==> config.mk <==
export PLATFORM = sky130hd
export DESIGN_NAME = uart_v2_rx_flat
export DESIGN_NICKNAME = d
export VERILOG_FILES = /design/src/rtl/uart_v2_rx_if.sv /design/src/rtl/uart_v2_rx.sv /design/src/flat_wrapper.sv
export SDC_FILE = /design/constraint.sdc
export NUM_CORES = 1
export LEC_CHECK = 0
export CORE_ASPECT_RATIO = 0.5
export CORE_UTILIZATION = 40
export CTS_BUF_LIST = sky130_fd_sc_hd__clkbuf_4 sky130_fd_sc_hd__clkbuf_8
export DETAILED_ROUTE_END_ITERATION = 8
export PLACE_DENSITY_LB_ADDON = 0.15
export SLEW_MARGIN = 10
export SYNTH_ARGS = -nofsm -noshare
export SYNTH_HDL_FRONTEND = slang
export SYNTH_SLANG_ARGS = --single-unit
==> constraint.sdc <==
create_clock -name uart_sample_clk -period 2.3 [get_ports uart_sample_clk]
set_clock_uncertainty 0.15 [all_clocks]
set_input_delay 0.345 -clock uart_sample_clk [delete_from_list [all_inputs] [get_ports uart_sample_clk]]
set_output_delay 0.345 -clock uart_sample_clk [all_outputs]
set_load 0.005 [all_outputs]
==> src/rtl/uart_v2_rx_if.sv <==
// Consumer-side bundle of the oversampling UART receiver:
// received byte, status flags and the read strobe.
interface uart_v2_rx_if;
  logic [7:0] parallel_out;
  logic       data_ready;
  logic       framing_error;
  logic       overrun;
  logic       read_ack;

  modport master (
    output parallel_out,
    output data_ready,
    output framing_error,
    output overrun,
    input  read_ack
  );

  modport slave (
    input  parallel_out,
    input  data_ready,
    input  framing_error,
    input  overrun,
    output read_ack
  );
endinterface

==> src/rtl/uart_v2_rx.sv <==
// 8N1 UART receiver, OVERSAMPLE ticks per bit, mid-bit sampling,
// sticky framing/overrun flags cleared by a one-tick read_ack.
module uart_v2_rx #(
  parameter int OVERSAMPLE = 4
) (
  input  logic          uart_sample_clk,
  input  logic          sysreset_n,
  input  logic          rx_line,
  output logic          rx_busy,
  uart_v2_rx_if.master  rd
);

  localparam int TW = $clog2(OVERSAMPLE);
  localparam logic [TW-1:0] HALF = TW'(OVERSAMPLE / 2);
  localparam logic [TW-1:0] LAST = TW'(OVERSAMPLE - 1);

  typedef enum logic [2:0] {
    IDLE, START, DATA, STOP, BREAK
  } state_e;

  state_e        state_q, state_d;
  logic [TW-1:0] tick_q, tick_d;
  logic [2:0]    bit_q, bit_d;
  logic [7:0]    shift_q, shift_d;
  logic [1:0]    sync_q, sync_d;
  logic [1:0]    vld_q, vld_d;
  logic          armed_q, armed_d;
  logic [7:0]    pout_q, pout_d;
  logic          dr_q, dr_d;
  logic          fe_q, fe_d;
  logic          ov_q, ov_d;
  logic          rx_s;

  assign rx_s = sync_q[1];
  assign sync_d = {sync_q[0], rx_line};
  assign vld_d = {vld_q[0], 1'b1};
  // A start needs a genuine high sample first; the synchronizer's
  // reset ones do not count, so a frame cut by reset is ignored.
  assign armed_d = vld_q[1] & rx_s;

  always_comb begin
    state_d = state_q;
    tick_d  = tick_q + 1'b1;
    bit_d   = bit_q;
    shift_d = shift_q;
    pout_d  = pout_q;
    dr_d    = dr_q;
    fe_d    = fe_q;
    ov_d    = ov_q;
    if (rd.read_ack) begin
      dr_d = 1'b0;
      fe_d = 1'b0;
      ov_d = 1'b0;
    end
    unique case (state_q)
      IDLE: begin
        tick_d = '0;
        if (!rx_s && armed_q) state_d = START;
      end
      START: begin
        if (tick_q == HALF) begin
          tick_d = '0;
          bit_d  = '0;
          state_d = rx_s ? IDLE : DATA;
        end
      end
      DATA: begin
        if (tick_q == LAST) begin
          tick_d = '0;
          shift_d[bit_q] = rx_s;
          bit_d = bit_q + 3'd1;
          if (bit_q == 3'd7) state_d = STOP;
        end
      end
      STOP: begin
        if (tick_q == LAST) begin
          tick_d = '0;
          if (rx_s) begin
            pout_d = shift_q;
            dr_d   = 1'b1;
            if (dr_q && !rd.read_ack) ov_d = 1'b1;
            state_d = IDLE;
          end else begin
            fe_d = 1'b1;
            state_d = BREAK;
          end
        end
      end
      BREAK: begin
        tick_d = '0;
        if (rx_s) state_d = IDLE;
      end
      default: state_d = IDLE;
    endcase
  end

  always_ff @(posedge uart_sample_clk or negedge sysreset_n) begin
    if (!sysreset_n) begin
      state_q <= IDLE;
      tick_q  <= '0;
      bit_q   <= '0;
      shift_q <= '0;
      sync_q  <= 2'b11;
      vld_q   <= 2'b00;
      armed_q <= 1'b0;
      pout_q  <= 8'h00;
      dr_q    <= 1'b0;
      fe_q    <= 1'b0;
      ov_q    <= 1'b0;
    end else begin
      state_q <= state_d;
      tick_q  <= tick_d;
      bit_q   <= bit_d;
      shift_q <= shift_d;
      sync_q  <= sync_d;
      vld_q   <= vld_d;
      armed_q <= armed_d;
      pout_q  <= pout_d;
      dr_q    <= dr_d;
      fe_q    <= fe_d;
      ov_q    <= ov_d;
    end
  end

  assign rx_busy          = (state_q != IDLE);
  assign rd.parallel_out  = pout_q;
  assign rd.data_ready    = dr_q;
  assign rd.framing_error = fe_q;
  assign rd.overrun       = ov_q;

endmodule
==> src/flat_wrapper.sv <==
// flat-port wrapper written by rule: the top's interface ports become plain ports
module uart_v2_rx_flat 
#(
  parameter int OVERSAMPLE = 4
)
  (uart_sample_clk, sysreset_n, rx_line, rx_busy, rd_parallel_out, rd_data_ready, rd_framing_error, rd_overrun, rd_read_ack);
  uart_v2_rx_if rd_i ();
  input  logic uart_sample_clk;
  input  logic sysreset_n;
  input  logic rx_line;
  output logic rx_busy;
  output wire logic [$bits(rd_i.parallel_out)-1:0] rd_parallel_out;
  output wire logic [$bits(rd_i.data_ready)-1:0] rd_data_ready;
  output wire logic [$bits(rd_i.framing_error)-1:0] rd_framing_error;
  output wire logic [$bits(rd_i.overrun)-1:0] rd_overrun;
  input wire logic [$bits(rd_i.read_ack)-1:0] rd_read_ack;
  assign rd_parallel_out = rd_i.parallel_out;
  assign rd_data_ready = rd_i.data_ready;
  assign rd_framing_error = rd_i.framing_error;
  assign rd_overrun = rd_i.overrun;
  assign rd_i.read_ack = rd_read_ack;
  uart_v2_rx #(.OVERSAMPLE(OVERSAMPLE)) u_core (.uart_sample_clk(uart_sample_clk), .sysreset_n(sysreset_n), .rx_line(rx_line), .rx_busy(rx_busy), .rd(rd_i));
endmodule
Word level (Yosys, flattened, before mapping) --
Cells that the tools add are included.
Operators by class: add/subtract/negate cells 2, magnitude comparators 2, equal/unequal tests 13, mux-type cells 31, bitwise logic cells 1, reduce and logical (&&, ||, !) cells 14
Operators with widths (count):
- $mux 3 | 9
- $pmux 3 s5 | 1
- $mux 1 | 14
- $ne 2x1->1 const B | 6
- $bwmux 8 | 1
- $eq 3x2->1 const B | 2
- $eq 3x3->1 const B | 2
- $mux 2 | 3
- $pmux 2 s3 | 1
- $pmux 3 s2 | 1
- $reduce_and 3->1 | 2
- $reduce_and 6->1 | 1
- $eq 2x2->1 const B | 2
- $lt 3x4->1 const B | 1
- $reduce_or 2->1 | 2
- $add 3x1->3 const B | 1
- $demux 1 s3 | 1
- $eq 3x1->1 const B | 1
- $ge 3x1->1 const B | 1
- $logic_and 1x1->1 | 3
- $logic_not 3->1 | 1
- $reduce_bool 3->1 | 1
- $add 2x1->2 const B | 1
- $logic_not 1->1 | 2
- other kinds (3) | 3
Storage, ports and cells: bits in registers 32, input port bits 4, output and inout bits 12

Longest topological paths before layout --
Gate-level depths: netlist of run 1.
word-level depth 6, depth in mapped cells 6, mapped depth without buffers 6

Worst setup path before layout of run 1 --
Ideal clock, no wire load.
kind reg-to-reg, from register u_core.bit_q[0], to register u_core.state_q[1], setup time 0.124 ns, arrival 1.528 ns, required time 2.026 ns, setup slack 0.498 ns, cell stages (with the launch flop) 6, path buffers 0, period minus slack after synthesis 1.802 ns, path through dfrtp_1 > ha_1 > ha_1 > a2111oi_1 > nor3_1 > o2bb2ai_1
On the way: word-level cells in the longest chain between the ends 3
Ends and longest elaborated chain:
- from (decl) | line uart_v2_rx.sv:23 | logic [2:0] bit_q, bit_d;
- from (signal assigned) | line uart_v2_rx.sv:113 | bit_q <= bit_d;
- $eq 3x3->1 | line uart_v2_rx.sv:72 | if (bit_q == 3'd7) state_d = STOP;
- $ne 2x1->1 (no source line)
- $reduce_and 6->1 (no source line)
- to (signal assigned) | line uart_v2_rx.sv:111 | state_q <= state_d;
- to (decl) | line uart_v2_rx.sv:21 | state_e state_q, state_d;
No other way between the ends. A chain may end at the register's enable or synchronous reset.

Final worst setup path of run 1 --
from register u_core.state_q[1], to output port rx_busy
On the way: word-level cells in the longest chain between the ends 1
Ends and longest elaborated chain:
- $reduce_bool 3->1 | line uart_v2_rx.sv:125 | assign rx_busy = (state_q != IDLE);
- to (decl) | line flat_wrapper.sv:11 | output logic rx_busy;
No other way between the ends.

==> results of run 1 <==
-- registers in the layout, summed over array words and instances, names as in the netlist --
signal / flops
u_core.vld_q: 2
u_core.rd.overrun: 1
u_core.bit_q: 3
u_core.rd.data_ready: 1
u_core.shift_q: 8
u_core.rd.parallel_out: 8
u_core.tick_q: 2
u_core.state_q: 3
u_core.rd.framing_error: 1
u_core.sync_q: 2
u_core.armed_q: 1
-- area by class of cell --
type	count	area (µm²)	area share [%]
Timing Repair Buffer	17	165.2	9.135
Sequential cell	32	803.3	44.43
Clock inverter	2	10.01	0.5536
Inverter	7	26.28	1.453
Clock buffer	6	82.58	4.567
Multi-Input combinational cell	79	656.9	36.33
Tap cell	51	63.81	3.529
-- synthesized netlist by cell type, drive strengths merged, types with 2 or more instances --
cell,instances
dfstp,2
nand2,6
dfrtp,30
o22ai,2
ha,7
a22o,5
nor2,6
nor2b,2
mux2,16
a21oi,3
inv,7
buf,5
nor3b,6
nor3,4
o21ai,2
or3b,3
nand3,2
-- metrics by stage --
step | hold slack, ns | area (µm²) | instances | total power, mW | worst slack (ns)
6_report | 0.1939 | 1808 | 194 | 1.509 | 0.2196
5_1_grt | 0.1990 | 1808 | 194 | 1.618 | 0.08980
4_1_cts | 0.2026 | 1808 | 194 | 1.529 | 0.2124
3_5_place_dp | 0.1862 | 1715 | 186 | 1.084 | 0.3213
3_3_place_gp | 0.1871 | 1715 | 186 | 1.078 | 0.3431
2_1_floorplan | -0.1006 | 1530 | 124 | 0.9941 | 0.4985
-- power by group through the flow --
stage	Combinational (mW)	Clock, mW	Sequential, mW
after floorplan	0.315	0	0.679
after global placement	0.349	0	0.729
after detailed placement	0.354	0	0.731
after CTS	0.358	0.451	0.720
after global routing	0.404	0.477	0.737
final	0.355	0.434	0.720
-- logic make-up after synthesis --
family / after synthesis / share of synthesized area, %
and+or+nand+nor: 37 / 16.35
DFF: 32 / 52.49
other: 1 / 0.2451
buffers and inverters: 13 / 4.579
AOI/OAI and AO/OA: 17 / 7.932
muxes: 17 / 12.67
adders and majority gates: 7 / 5.723
-- layer usage --
metal	track usage, %	vias to the layer above
met5	0	-
met4	6.667	0
met3	5.435	7
met2	20.31	16
met1	21.57	488
li1	-	471
-- worst max-delay path by stage --
stage / startpoint / endpoint / slack [ns] / cells after the start
2_1_floorplan: u_core.bit_q[0] / u_core.state_q[1] / 0.50 / 5
3_3_place_gp: u_core.bit_q[1] / u_core.state_q[1] / 0.34 / 5
3_5_place_dp: u_core.bit_q[1] / u_core.state_q[1] / 0.32 / 5
4_1_cts: u_core.state_q[1] / rx_busy / 0.21 / 3
5_1_grt: u_core.state_q[1] / rx_busy / 0.09 / 3
6_report: u_core.state_q[1] / rx_busy / 0.22 / 3
==> out/results.ini, run 1 <==
[run_status]
outcome=completed

[critical_path]
crit_type=register to output port
crit_chain=nor2_1 -> nand2_1 -> clkdlybuf4s50_1
crit_fanout=15
cp_data_arrival_time_ns=1.59
critPathMaxStageDelay_ns=0.61
r2r-end=u_core.state_q[1]
required_ns=1.80
r2r_slack_ns=0.30
worst_path_max_delay_cell=dfrtp_1
crit_family=flip-flops
worst_r2r_startpoint=u_core.bit_q[1]
cp-end-kind=output port
cp.buffers_inverters=1
reg2reg_depth=5
cp-start-kind=register

[die]
initial_core_util_pct=43.14
ioPinCount=16
die-height_um=45.74
core-area_mm2=0.003547
die_x_um=89.47
rows=15
dieArea_mm2=0.004092

[finish]
final_common_cell=dfrtp_1
area_growth_pct=18.15
nets=153
finish.utilization_pct=50.97
fill_cells=311
num_antenna_cells=0
layout-drive-gt1-share_pct=24.48
layout_common_cells=dfrtp_1, clkdlybuf4s50_1, mux2_2, inv_1, ha_1

[pwr]
p_leak_nw=0.8339
p_clk_share_pct=28.8
p_comb_share_pct=23.5
switchingPower_mw=0.4600
sequentialPowerShare_pct=47.7
ir_drop_uv=350.5
power.density_mw_per_mm2=834.4
internal_power_mw=1.049
switching_share_pct=30.49

[synth]
avgSynthCellArea_um2=12.34
yosysTopAreaCell=dfrtp_1
synth_area_mm2=0.001530
synth.distinct_cells=39
synthTopCellsByArea=dfrtp_1, mux2_2, ha_1
yosysSeqAreaShare_pct=52.49
ys_dominant_reg_cell=dfrtp_1
syn-num-nets=135
synth_cells=124
yosys_warnings=0
ys_ff_latch=32
synth_enable_flop_cells=0
yosys.area.top_type_share_pct=49.06
async_flop_share_pct=100.0

[clocking]
holdBufCountCts=0
cts_tree=done
root_buffer=clkbuf_8
clock_sinks=32
clock_latency_ns=0.28
cts_inserted_buffers=5
clk_pin_slew_ns=0.07
htreeDepth=2
clock_path_buffers=2
cts_setup_buffers=0
cts_resized=0

[sta]
rsz0062_at_grt=false
max_freq_mhz=480.7
drv_slew=0
setup_viol=0
slew_headroom_pct=63.97
fin_crit_sh_pct=90.45
hold_viol=0
layout_min_cycle_time_ns=2.080
worst_pin_slew_ns=0.5391
finalSetupTns_ns=0

[detailed_routing]
drt_iter0_markers=28
wl_met2_um=1019
drc_errors=0
vias=982
wl_per_cell_um=13.03
top_layer_used=met4
dr.pass1.iters=4
drtAntennaViolNets=0
routed_wl_um=2527
wl_met3_um=97
wl_met1_um=1357
viasPerCell=5.062

[placed_design]
port_buffers=15
gp_congestion=0.7416
place_hpwl_um=1713

[worst_hold_path]
hp-start=u_core.vld_q[0]
worstHoldEndpoint=u_core.vld_q[1]
hp-class=register to register
holdPathStages=0

[global_route]
grt_max_degree=33
grt_first_pass_wirelength_um=4271
grt_use_total_pct=15.04
grt_pass1_vias=865
antenna_found_initial=0
overflow=0

[run]
cap_violations=0

(Power assumes the default switching activity.)
==> inputs of run 2 (changes only) <==
--- a/config.mk
+++ b/config.mk
@@ -6,10 +6,11 @@
 export NUM_CORES = 1
 export LEC_CHECK = 0
 export CORE_ASPECT_RATIO = 0.5
-export CORE_UTILIZATION = 40
+export CORE_UTILIZATION = 26
 export CTS_BUF_LIST = sky130_fd_sc_hd__clkbuf_4 sky130_fd_sc_hd__clkbuf_8
 export DETAILED_ROUTE_END_ITERATION = 8
 export PLACE_DENSITY_LB_ADDON = 0.15
+export RECOVER_POWER = 100
 export SLEW_MARGIN = 10
 export SYNTH_ARGS = -nofsm -noshare
 export SYNTH_HDL_FRONTEND = slang
==> out/results.ini, run 2 (synthesized netlist as in run 1, its figures left out) <==
[run_status]
outcome=completed

[pwr]
p_comb_share_pct=24.2  ; +0.7 points
p_leak_nw=0.8723  ; +4.6%
switchingPower_mw=0.4754  ; +3.3%
switching_share_pct=30.77  ; +0.27 points
p_clk_share_pct=29.8  ; +1.0 points
sequentialPowerShare_pct=46.0  ; -1.7 points
power.density_mw_per_mm2=852.2  ; +2.1%
internal_power_mw=1.070  ; +2.0%
ir_drop_uv=224.8  ; -36%

[clocking]
holdBufCountCts=0  ; unchanged
cts_inserted_buffers=5  ; unchanged
clock_latency_ns=0.28  ; about the same
cts_tree=done
clk_pin_slew_ns=0.07  ; about the same
cts_setup_buffers=0  ; unchanged
clock_sinks=32  ; unchanged
cts_resized=0  ; unchanged
root_buffer=clkbuf_8
htreeDepth=2  ; unchanged
clock_path_buffers=2  ; unchanged

[die]
rows=19  ; +4
die-height_um=56.25  ; +23%
die_x_um=110.5  ; +23%
initial_core_util_pct=27.39  ; -16 points
dieArea_mm2=0.006215  ; +52%
ioPinCount=16  ; unchanged
core-area_mm2=0.005587  ; +57%

[global_route]
grt_pass1_vias=980  ; +13%
antenna_found_initial=0  ; unchanged
grt_use_total_pct=10.18  ; -4.9 points
busiest_layer=met2
use_met2_pct=14.29  ; -6.0 points
gr-usage-met3_pct=4.575  ; -0.86 points
grt_max_degree=33  ; unchanged
overflow=0  ; unchanged
grt_use_met1_pct=13.59  ; -8.0 points
grt_first_pass_wirelength_um=4781  ; +12%

[placed_design]
port_buffers=15  ; unchanged
place_hpwl_um=1822  ; +6.3%
gp_congestion=0.7547  ; +1.8%

[sta]
setup_viol=0  ; unchanged
finalSetupTns_ns=0  ; unchanged
drv_slew=0  ; unchanged
slew_headroom_pct=47.30  ; -17 points
worst_pin_slew_ns=0.7904  ; +0.2513 ns
max_freq_mhz=471.2  ; -2.0%
rsz0062_at_grt=false
hold_viol=0  ; unchanged
layout_min_cycle_time_ns=2.122  ; +0.04182 ns
fin_crit_sh_pct=92.27  ; +1.8 points

[finish]
final_common_cell=dfrtp_1
fill_cells=575  ; +85%
layout-drive-gt1-share_pct=18.75  ; -5.7 points
area_growth_pct=18.48
finish.utilization_pct=32.45  ; -19 points
nets=154  ; +0.65%
layout_common_cells=dfrtp_1, mux2_2, dlygate4sd3_1, inv_1, ha_1
num_antenna_cells=0  ; unchanged

[detailed_routing]
routed_wl_um=2726  ; +7.9%
drtAntennaViolNets=0  ; unchanged
dr.pass1.iters=3  ; -1
viasPerCell=4.488  ; -11%
wl_per_cell_um=12.56  ; -3.6%
drc_errors=0  ; unchanged
drt_iter0_markers=26  ; -7.1%
vias=974  ; -0.81%

[critical_path]
critPathMaxStageDelay_ns=0.61  ; about the same
crit_chain=nor2_1 -> nand2_1 -> clkdlybuf4s50_1
cp-end-kind=output port
cp.buffers_inverters=1  ; unchanged
required_ns=1.80  ; about the same
worst_path_max_delay_cell=dfrtp_1
crit_family=flip-flops
cp-start-kind=register
crit_fanout=15  ; unchanged
crit_type=register to output port
cp_data_arrival_time_ns=1.63  ; +0.04 ns

[worst_hold_path]
hp-class=register to register

[run]
cap_violations=0  ; unchanged

-- run 2: routing by layer --
layer,wire [µm],part of all wire [%],vias up
met3,93,3.4,4
met1,1459,54,487
li1,-,-,473
met2,1136,42,10
met5,0,0,-
met4,38,1.4,0
-- run 2: final cells by class --
class | count | area (µm²) | area share [%]
Clock buffer | 7 | 90.09 | 4.969
Multi-Input combinational cell | 79 | 624.3 | 34.44
Sequential cell | 32 | 803.3 | 44.31
Timing Repair Buffer | 18 | 170.2 | 9.386
Inverter | 7 | 26.28 | 1.449
Clock inverter | 1 | 7.507 | 0.4141
Tap cell | 73 | 91.34 | 5.038
-- run 2: through the flow --
step	total power, mW	hold WS [ns]	worst slack (ns)	area, µm²	instances
6_report	1.545	0.2071	0.1778	1813	217
5_1_grt	1.664	0.2166	0.05215	1813	217
4_1_cts	1.574	0.2040	0.1610	1848	217
3_5_place_dp	1.102	0.1949	0.2856	1750	209
3_3_place_gp	1.103	0.1880	0.2876	1750	209
2_1_floorplan	0.9941	-0.1006	0.4985	1530	124
-- run 2: final timing paths --
kind,start,to,slack (ns),cells after the start
setup / recovery,u_core.state_q[1],rx_busy,0.18,3
hold / removal,u_core.vld_q[0],u_core.vld_q[1],0.21,0
setup reg to reg,u_core.bit_q[1],u_core.state_q[1],0.27,5
hold reg to reg,u_core.vld_q[0],u_core.vld_q[1],0.21,0
max in group asynchronous,sysreset_n,u_core.rd.parallel_out[6],0.97,2
min in group asynchronous,sysreset_n,u_core.tick_q[0],0.52,2
-- run 2: power by group through the flow --
| stage | registers [mW] | logic [mW] | clock network, mW |
|---|---|---|---|
| global route | 0.723 | 0.429 | 0.512 |
| floorplan | 0.679 | 0.315 | 0 |
| CTS | 0.713 | 0.383 | 0.478 |
| detailed placement | 0.725 | 0.378 | 0 |
| finish | 0.711 | 0.374 | 0.460 |
| global placement | 0.723 | 0.380 | 0 |
-- run 2: worst reg2reg max path, stage by stage (launching register included) --
cell,delay [ns]
dfrtp_1,0.48
ha_1,0.23
ha_1,0.20
a2111oi_1,0.58
nor3_1,0.13
o2bb2ai_1,0.14
==> inputs of run 3 (changes only) <==
--- a/config.mk
+++ b/config.mk
@@ -6,7 +6,7 @@
 export NUM_CORES = 1
 export LEC_CHECK = 0
 export CORE_ASPECT_RATIO = 0.5
-export CORE_UTILIZATION = 26
+export CORE_UTILIZATION = 58
 export CTS_BUF_LIST = sky130_fd_sc_hd__clkbuf_4 sky130_fd_sc_hd__clkbuf_8
 export DETAILED_ROUTE_END_ITERATION = 8
 export PLACE_DENSITY_LB_ADDON = 0.15
==> constraint.sdc (replaced) <==
create_clock -name uart_sample_clk -period 2.2 [get_ports uart_sample_clk]
set_clock_uncertainty 0.15 [all_clocks]
set_input_delay 0.33 -clock uart_sample_clk [delete_from_list [all_inputs] [get_ports uart_sample_clk]]
set_output_delay 0.33 -clock uart_sample_clk [all_outputs]
set_load 0.005 [all_outputs]
==> out/results.ini, run 3 (synthesized netlist as in run 1, its figures left out) <==
[finish]
area_growth_pct=17.25
layout_common_cells=dfrtp_1, mux2_2, dlygate4sd3_1, inv_1, ha_1
final_common_cell=dfrtp_1
stdcell_count=180  ; -17%
nets=155  ; +0.65%
num_antenna_cells=0  ; unchanged
finish.utilization_pct=76.11  ; +44 points
layout-drive-gt1-share_pct=20.69  ; +1.9 points
postLayoutCellArea_mm2=0.001794  ; -1.0%

[sta]
worst_pin_slew_ns=0.7771  ; -0.01334 ns
finalSetupTns_ns=0  ; unchanged
layout_min_cycle_time_ns=2.051
drv_slew=0  ; unchanged
hold_viol=0  ; unchanged
rsz0062_at_grt=false
whs_ns=0.2115  ; +0.004367 ns
max_freq_mhz=487.6
fin_crit_sh_pct=93.22
setup_viol=0  ; unchanged
slew_headroom_pct=48.19  ; +0.89 points

[global_route]
antenna_found_initial=0  ; unchanged
grt_max_degree=33  ; unchanged
grt_use_total_pct=22.44  ; +12 points
grt_pass1_vias=927  ; -5.4%
overflow=0  ; unchanged
grt_first_pass_wirelength_um=4360  ; -8.8%

[critical_path]
cp-start-kind=register
crit_type=register to output port
reg2reg_depth=5  ; unchanged
cp_data_arrival_time_ns=1.57  ; -0.06 ns
cp-end-kind=output port
crit_fanout=15  ; unchanged
required_ns=1.72  ; -0.08 ns

[clocking]
holdBufCountCts=0  ; unchanged
cts_resized=0  ; unchanged
cts_inserted_buffers=5  ; unchanged
clock_sinks=32  ; unchanged
htreeDepth=2  ; unchanged
clock_path_buffers=2  ; unchanged
clk_pin_slew_ns=0.07  ; about the same
cts_setup_buffers=0  ; unchanged
cts_tree=done
root_buffer=clkbuf_8
clock_latency_ns=0.28  ; about the same

[die]
ioPinCount=16  ; unchanged
die-height_um=38.32  ; -32%
rows=12  ; -7
die_x_um=74.64  ; -32%
initial_core_util_pct=64.92  ; +38 points
dieArea_mm2=0.002860  ; -54%
core-area_mm2=0.002357  ; -58%

[placed_design]
place_inst=172  ; -18%
gp_congestion=0.8211  ; +8.8%
place_hpwl_um=1816  ; -0.36%
dpl_cell_area_mm2=0.001710  ; -2.3%
port_buffers=15  ; unchanged

[run_status]
outcome=completed

[detailed_routing]
drc_errors=0  ; unchanged
wl_per_cell_um=15.06  ; +20%
viasPerCell=5.450  ; +21%
vias=981  ; +0.72%
drtAntennaViolNets=0  ; unchanged
routed_wl_um=2710  ; -0.59%
dr.pass1.iters=4  ; +1
drt_iter0_markers=58  ; +120%

[worst_hold_path]
hp-class=register to register
holdPathStages=0  ; unchanged

[pwr]
p_leak_nw=0.8850  ; +1.5%
power.density_mw_per_mm2=936.2  ; +9.9%
ir_drop_uv=524.6  ; +130%

[run]
cap_violations=0  ; unchanged

-- run 3: changes by cell type in the layout (fill, tap and decap cells not counted), sizes merged --
cell,previous run,this run
clkinv,0,1
clkbuf,8,6
buf,2,3
bufinv,0,1
-- run 3: area by class of cell --
type	instances	area, µm²
Inverter	7	26.28
Multi-Input combinational cell	79	631.9
Tap cell	35	43.79
Clock inverter	3	42.54
Sequential cell	32	803.3
Fill cell	164	563.0
Timing Repair Buffer	19	177.7
Clock buffer	5	68.82
-- run 3: metal layers --
metal	part of all wire [%]	track usage (%)
met5	0	0
met4	0	4.245
met2	47	36.26
met3	4.5	8.684
met1	48	29.26
-- run 3: power by group --
part           switching, mW  internal, mW  total, mW  leakage (nW)
clock network          0.218         0.335      0.552        0.0541
logic                  0.197         0.202      0.399         0.404
registers             0.0770         0.652      0.729         0.426
total                  0.491          1.19       1.68         0.885
-- run 3: critical path, stage by stage (launching register included) --
cell             delay, ns
dfrtp_1               0.60
nor2_1                0.12
nand2_1               0.08
clkdlybuf4s50_1       0.49
-- run 3: worst paths after layout --
| path | endpoint | slack (ns) | startpoint |
|---|---|---|---|
| max in group asynchronous | u_core.vld_q[0] | 0.91 | sysreset_n |
| hold / removal | u_core.sync_q[1] | 0.21 | u_core.sync_q[0] |
| setup reg to reg | u_core.shift_q[4] | 0.17 | u_core.tick_q[0] |
| setup / recovery | rx_busy | 0.15 | u_core.state_q[1] |
| min in group asynchronous | u_core.rd.parallel_out[3] | 0.50 | sysreset_n |
| hold reg to reg | u_core.sync_q[1] | 0.21 | u_core.sync_q[0] |
-- run 3: per-stage QoR --
| stage | worst slack, ns | power, mW |
|---|---|---|
| 2_1_floorplan | 0.3985 | 1.039 |
| 3_3_place_gp | 0.3219 | 1.133 |
| 3_5_place_dp | 0.2883 | 1.143 |
| 4_1_cts | 0.1350 | 1.706 |
| 5_1_grt | 0.02750 | 1.780 |
| 6_report | 0.1492 | 1.680 |
